==> src/rtl/mod_counter_ctrl_if.sv <==
// Handshake/config bundle between the lab-top FSM (master) and the
// modulo-N counter run controller (slave).
interface mod_counter_ctrl_if #(
  parameter int WIDTH  = 4,
  parameter int PASS_W = 8
);
  logic              cfg_we;
  logic [WIDTH:0]    cfg_mod;
  logic [PASS_W-1:0] cfg_passes;
  logic              start;
  logic              stop;
  logic              tick;
  logic [WIDTH-1:0]  q;
  logic              busy;
  logic              wrap;
  logic              done;
  logic [PASS_W-1:0] pass_cnt;
  logic              cfg_err;

  modport master (
    output cfg_we, cfg_mod, cfg_passes, start, stop, tick,
    input  q, busy, wrap, done, pass_cnt, cfg_err
  );

  modport slave (
    input  cfg_we, cfg_mod, cfg_passes, start, stop, tick,
    output q, busy, wrap, done, pass_cnt, cfg_err
  );
endinterface

==> src/rtl/mod_counter_ctrl.sv <==
// Run controller for a modulo-N up-counter: holds modulus/pass config,
// sequences start/stop/run-to-completion and reports wrap/done/cfg errors.
module mod_counter_ctrl #(
  parameter int WIDTH       = 4,
  parameter int DEFAULT_MOD = 9,
  parameter int PASS_W      = 8
) (
  input logic               clock,
  input logic               reset,
  mod_counter_ctrl_if.slave bus
);

  typedef enum logic [1:0] {IDLE, RUN, DONE} state_e;

  localparam logic [WIDTH:0]    MOD_MAX    = {1'b1, {WIDTH{1'b0}}};
  localparam logic [WIDTH:0]    MOD_RST    = (WIDTH+1)'(DEFAULT_MOD);
  localparam logic [PASS_W-1:0] PASSES_RST = PASS_W'(1);

  state_e            state_q, state_d;
  logic [WIDTH-1:0]  q_q, q_d;
  logic [PASS_W-1:0] pass_q, pass_d;
  logic [WIDTH:0]    mod_q, mod_d;
  logic [PASS_W-1:0] passes_q, passes_d;
  logic              wrap_q, wrap_d;
  logic              done_q, done_d;
  logic              err_q, err_d;

  logic              cfg_ok;
  logic              at_top;
  logic [PASS_W-1:0] pass_inc;

  assign cfg_ok   = (bus.cfg_mod >= (WIDTH+1)'(2)) && (bus.cfg_mod <= MOD_MAX);
  assign at_top   = ({1'b0, q_q} == (mod_q - 1'b1));
  assign pass_inc = pass_q + 1'b1;

  always_ff @(posedge clock or negedge reset) begin
    if (!reset) begin
      state_q  <= IDLE;
      q_q      <= '0;
      pass_q   <= '0;
      mod_q    <= MOD_RST;
      passes_q <= PASSES_RST;
      wrap_q   <= 1'b0;
      done_q   <= 1'b0;
      err_q    <= 1'b0;
    end else begin
      state_q  <= state_d;
      q_q      <= q_d;
      pass_q   <= pass_d;
      mod_q    <= mod_d;
      passes_q <= passes_d;
      wrap_q   <= wrap_d;
      done_q   <= done_d;
      err_q    <= err_d;
    end
  end

  always_comb begin
    state_d  = state_q;
    q_d      = q_q;
    pass_d   = pass_q;
    mod_d    = mod_q;
    passes_d = passes_q;
    wrap_d   = 1'b0;
    done_d   = 1'b0;
    err_d    = 1'b0;

    // Config registers are only read in RUN, so a write outside RUN
    // naturally takes effect from the next start.
    if (state_q != RUN && bus.cfg_we) begin
      if (cfg_ok) begin
        mod_d    = bus.cfg_mod;
        passes_d = bus.cfg_passes;
      end else begin
        err_d = 1'b1;
      end
    end

    case (state_q)
      IDLE: begin
        if (bus.start && !bus.stop) begin
          state_d = RUN;
          q_d     = '0;
          pass_d  = '0;
        end
      end
      RUN: begin
        err_d = bus.cfg_we;
        if (bus.tick) begin
          if (at_top) begin
            q_d    = '0;
            wrap_d = 1'b1;
            pass_d = pass_inc;
          end else begin
            q_d = q_q + 1'b1;
          end
        end
        // stop wins over completion but a coincident wrap is still reported
        if (bus.stop) begin
          state_d = IDLE;
          q_d     = '0;
        end else if (bus.tick && at_top && passes_q != '0 && pass_inc == passes_q) begin
          state_d = DONE;
          done_d  = 1'b1;
        end
      end
      DONE:    state_d = IDLE;
      default: state_d = IDLE;
    endcase
  end

  assign bus.q        = q_q;
  assign bus.busy     = (state_q == RUN);
  assign bus.wrap     = wrap_q;
  assign bus.done     = done_q;
  assign bus.pass_cnt = pass_q;
  assign bus.cfg_err  = err_q;

endmodule

==> src/flat_wrapper.sv <==
// flat-port wrapper written by rule: the top's interface ports become plain ports
module mod_counter_ctrl_flat 
#(
  parameter int WIDTH       = 4,
  parameter int DEFAULT_MOD = 9,
  parameter int PASS_W      = 8
)
  (clock, reset, bus_cfg_we, bus_cfg_mod, bus_cfg_passes, bus_start, bus_stop, bus_tick, bus_q, bus_busy, bus_wrap, bus_done, bus_pass_cnt, bus_cfg_err);
  mod_counter_ctrl_if #(.WIDTH(WIDTH), .PASS_W(PASS_W)) bus_i ();
  input logic clock;
  input logic reset;
  input wire logic [$bits(bus_i.cfg_we)-1:0] bus_cfg_we;
  input wire logic [$bits(bus_i.cfg_mod)-1:0] bus_cfg_mod;
  input wire logic [$bits(bus_i.cfg_passes)-1:0] bus_cfg_passes;
  input wire logic [$bits(bus_i.start)-1:0] bus_start;
  input wire logic [$bits(bus_i.stop)-1:0] bus_stop;
  input wire logic [$bits(bus_i.tick)-1:0] bus_tick;
  output wire logic [$bits(bus_i.q)-1:0] bus_q;
  output wire logic [$bits(bus_i.busy)-1:0] bus_busy;
  output wire logic [$bits(bus_i.wrap)-1:0] bus_wrap;
  output wire logic [$bits(bus_i.done)-1:0] bus_done;
  output wire logic [$bits(bus_i.pass_cnt)-1:0] bus_pass_cnt;
  output wire logic [$bits(bus_i.cfg_err)-1:0] bus_cfg_err;
  assign bus_i.cfg_we = bus_cfg_we;
  assign bus_i.cfg_mod = bus_cfg_mod;
  assign bus_i.cfg_passes = bus_cfg_passes;
  assign bus_i.start = bus_start;
  assign bus_i.stop = bus_stop;
  assign bus_i.tick = bus_tick;
  assign bus_q = bus_i.q;
  assign bus_busy = bus_i.busy;
  assign bus_wrap = bus_i.wrap;
  assign bus_done = bus_i.done;
  assign bus_pass_cnt = bus_i.pass_cnt;
  assign bus_cfg_err = bus_i.cfg_err;
  mod_counter_ctrl #(.WIDTH(WIDTH), .DEFAULT_MOD(DEFAULT_MOD), .PASS_W(PASS_W)) u_core (.clock(clock), .reset(reset), .bus(bus_i));
endmodule
==> config.mk <==
export PLATFORM = sky130hd
export DESIGN_NAME = mod_counter_ctrl_flat
export DESIGN_NICKNAME = d
export VERILOG_FILES = /design/src/rtl/mod_counter_ctrl_if.sv /design/src/rtl/mod_counter_ctrl.sv /design/src/flat_wrapper.sv
export SDC_FILE = /design/constraint.sdc
export NUM_CORES = 1
export LEC_CHECK = 0
export ABC_AREA = 1
export CAP_MARGIN = 20
export CORE_MARGIN = 2
export CORE_UTILIZATION = 55
export CTS_CLUSTER_SIZE = 28
export DETAILED_ROUTE_END_ITERATION = 16
export DONT_BUFFER_PORTS = 1
export GPL_TIMING_DRIVEN = 0
export PLACE_DENSITY = 0.81
export SYNTH_ARGS = -nofsm -noshare
export SYNTH_HDL_FRONTEND = slang
export SYNTH_SLANG_ARGS = --single-unit
==> constraint.sdc <==
create_clock -name clock -period 2.8 [get_ports clock]
set_input_delay 0 -clock clock [delete_from_list [all_inputs] [get_ports clock]]
set_output_delay 0 -clock clock [all_outputs]
set_load 0.005 [all_outputs]
==> impl_metrics.py <==
metrics = {
    "floorplan": {
        "die_height_um": 61.7,
        "start_util_pct": 59.0,
        "die_x_um": 61.7,
        "num_io_pins": 35,
        "num_rows": 20,
        "die_area_um2": 3810,
        "core-area_um2": 3100,
    },
    "clock_tree": {
        "cts_tree": "done",
        "h-tree-depth": 2,
        "clk_path_buf_depth": 2,
        "cts_resized": 0,
        "clock_sinks": 30,
        "cts_setup_buffers": 0,
        "insertion_delay_ps": 330,
        "clk_pin_slew_ps": 90,
        "cts_buffers": 5,
        "cts_root_buf": "clkbuf_4",
        "postCtsHoldBufs": 19,
    },
    "power_and_ir_drop": {
        "powerDensity_nw_per_um2": 876,
        "peakVddDrop_uv": 512,
        "total_leakage_power_nw": 1.04,
    },
    "global_routing": {
        "antenna_found_initial": 0,
        "track_usage_pct": 21.1,
        "gr-total-overflow": 0,
        "grt_pass1_wl_um": 5830,
        "grt_max_degree": 31,
        "grt_pass1_vias": 1353,
    },
    "layout": {
        "num_antenna_cells": 0,
        "design_area_um2": 2130,
        "final_nets": 292,
        "areaGrowthSynthToFinish_pct": 16.6,
        "layout.cells.non_filler": 315,
        "layout-drive-gt1-share_pct": 15.5,
    },
    "synth": {
        "synthArstFlopShare_pct": 100,
        "ys.flop_type": "dfrtp_1",
        "synth.distinct_cells": 34,
        "synth_edf_count": 0,
        "synth_simple_gate_area_share_pct": 34.4,
        "syn_avg_cell_area_um2": 7.50,
        "synth.cell_area_um2": 1830,
        "yosysWarnings": 0,
        "synth_fa_ha_area_share_pct": 2.05,
        "synth-xor-area-share_pct": 2.39,
        "yosys-mux-area-fraction_pct": 0,
        "synth_seq_cells": 30,
        "synth_top_family_by_area": "simple AND/OR/NAND/NOR gates",
        "synth_compound_area_share_pct": 11.0,
        "synthCells": 244,
        "synth.yosys.seq_area_share_pct": 41.2,
        "syn_nets": 266,
    },
    "status": {
        "status": "completed",
    },
    "sta": {
        "setup_viol": 0,
        "tightestPinTransition_ps": 359,
        "finClkSkew_ps": 12.2,
        "rsz0062_at_grt": "no",
        "finalMaxSlewViolations": 0,
        "hold_ws_ps": 39.7,
        "period_minus_slack_ps": 1950,
        "slew_headroom_pct": 76.1,
        "setup_tns_ps": 0,
        "hold_violations": 0,
        "min_period_over_period_pct": 69.6,
        "max_freq_ghz": 0.513,
    },
    "critical_path": {
        "r2r_end": "u_core.bus.pass_cnt[3]",
        "endpoint_kind": "flop",
        "r2r_slack_ps": 850,
        "worstRegToRegCells": 12,
        "crit_path_start": "u_core.mod_q[0]",
        "arrival_ps": 2170,
        "cp-start-kind": "flop",
        "timing.rr.start": "u_core.mod_q[0]",
        "path_class": "reg2reg",
        "endpoint": "u_core.bus.pass_cnt[3]",
        "worst-path-max-fanout": 10,
        "crit_required_ps": 3020,
    },
    "placement": {
        "gp_congestion": 0.833,
        "post-place-cells": 288,
        "post_dp_cell_area_um2": 1890,
        "io_buffers": 0,
        "hpwlAfterDp_um": 2620,
    },
    "route": {
        "dr.first_iter.drc_count": 106,
        "dr.pass1.iters": 4,
        "drcViolationCount": 0,
        "vias_per_cell": 4.94,
        "wirelength_um": 3490,
        "wl_per_cell_um": 11.1,
        "vias": 1557,
        "drtAntennaViolNets": 0,
    },
    "min_path": {
        "hold_class": "in2reg",
    },
    "run": {
        "drv_cap": 0,
    },
}
worst min-delay path by stage:
stage	startpoint	to	slack, ps	cells past startpoint
after detailed placement	reset	u_core.mod_q[1]	-300	0
after global placement	reset	u_core.mod_q[1]	-300	0
final	bus_start	u_core.bus.pass_cnt[0]	40	5
after CTS	bus_start	u_core.bus.pass_cnt[0]	40	5
after floorplan	reset	u_core.bus.cfg_err	-300	0
after global routing	bus_start	u_core.bus.pass_cnt[7]	60	5
cell usage after synthesis (3+ instances only):
cell	instances	area share (%)
nand2_1	66	14
nand4_1	5	1.7
xnor2_1	3	1.4
nand3_1	18	4.9
dfrtp_1	27	37
nand2_2	3	1.0
a21oi_1	9	2.5
ha_1	3	2.1
dfstp_2	3	4.3
nor2_1	28	5.7
inv_1	30	6.2
inv_2	6	1.2
o21ai_2	9	4.3
o21ai_1	6	1.6
critical path: stages (launching register included):
cell	delay, ps
dfstp_2	540
inv_2	50
ha_1	300
xnor2_1	130
nor2_1	80
nand2_1	80
nor2_4	110
nand2_4	70
nand2_4	70
nand3_4	100
buf_6	180
nand2_2	70
o21ai_2	50
area by class of cell:
class | instances | area, µm²
tap | 44 | 55.1
buffer | 4 | 25.0
clock buffer | 8 | 48.8
fill | 266 | 968
inverter | 37 | 139
timing repair buffer | 19 | 200
sequential | 30 | 754
multi-input combinational | 173 | 912
layout by cell type (no fill, tap or decap), drive strengths merged, types with 4 or more instances in the layout:
cell / instances
a21oi: 10
inv: 36
nand3: 20
dlygate4sd3: 18
nand2: 71
nand4: 5
dfrtp: 27
nor2: 32
buf: 4
o21ai: 17
clkbuf: 9
through the flow:
step / utilization, % / setup WS, ps / total power [mW]
2_1_floorplan: - / 988 / 1.45
3_3_place_gp: 60.8 / 874 / 1.57
3_5_place_dp: 60.8 / 859 / 1.60
4_1_cts: 68.8 / 832 / 1.88
5_1_grt: 68.8 / 713 / 2.04
6_report: 68.8 / 851 / 1.87
sequential cells by signal, summed over array words and instances, names as in the netlist:
signal,count
u_core.bus.wrap,1
u_core.mod_q,5
u_core.bus.done,1
u_core.bus.q,4
u_core.bus.pass_cnt,8
u_core.state_q,2
u_core.bus.cfg_err,1
u_core.passes_q,8
cell families (layout without fill, tap and decap cells):
| kind of cell | count (synthesis) | after routing |
|---|---|---|
| and+or+nand+nor | 134 | 134 |
| buffers and inverters | 41 | 68 |
| AOI/OAI and AO/OA | 31 | 31 |
| DFF | 30 | 30 |
| xor gates and xnor gates | 5 | 5 |
| adders and majority gates | 3 | 3 |
where the power goes:
part | switching (mW) | internal (mW)
Clock | 0.139 | 0.0998
Combinational | 0.537 | 0.356
Sequential | 0.152 | 0.585
Total | 0.829 | 1.04
routing by layer:
layer	GRT usage (%)	vias up	part of all wire [%]	routed length (µm)
met4	11.9	0	2.5	89
met5	0	-	0	0
met1	28.1	674	47	1650
met2	30.8	45	45	1560
met3	6.00	10	5.5	192
li1	-	828	-	-
Note: power is estimated with default switching activity, not from simulation.
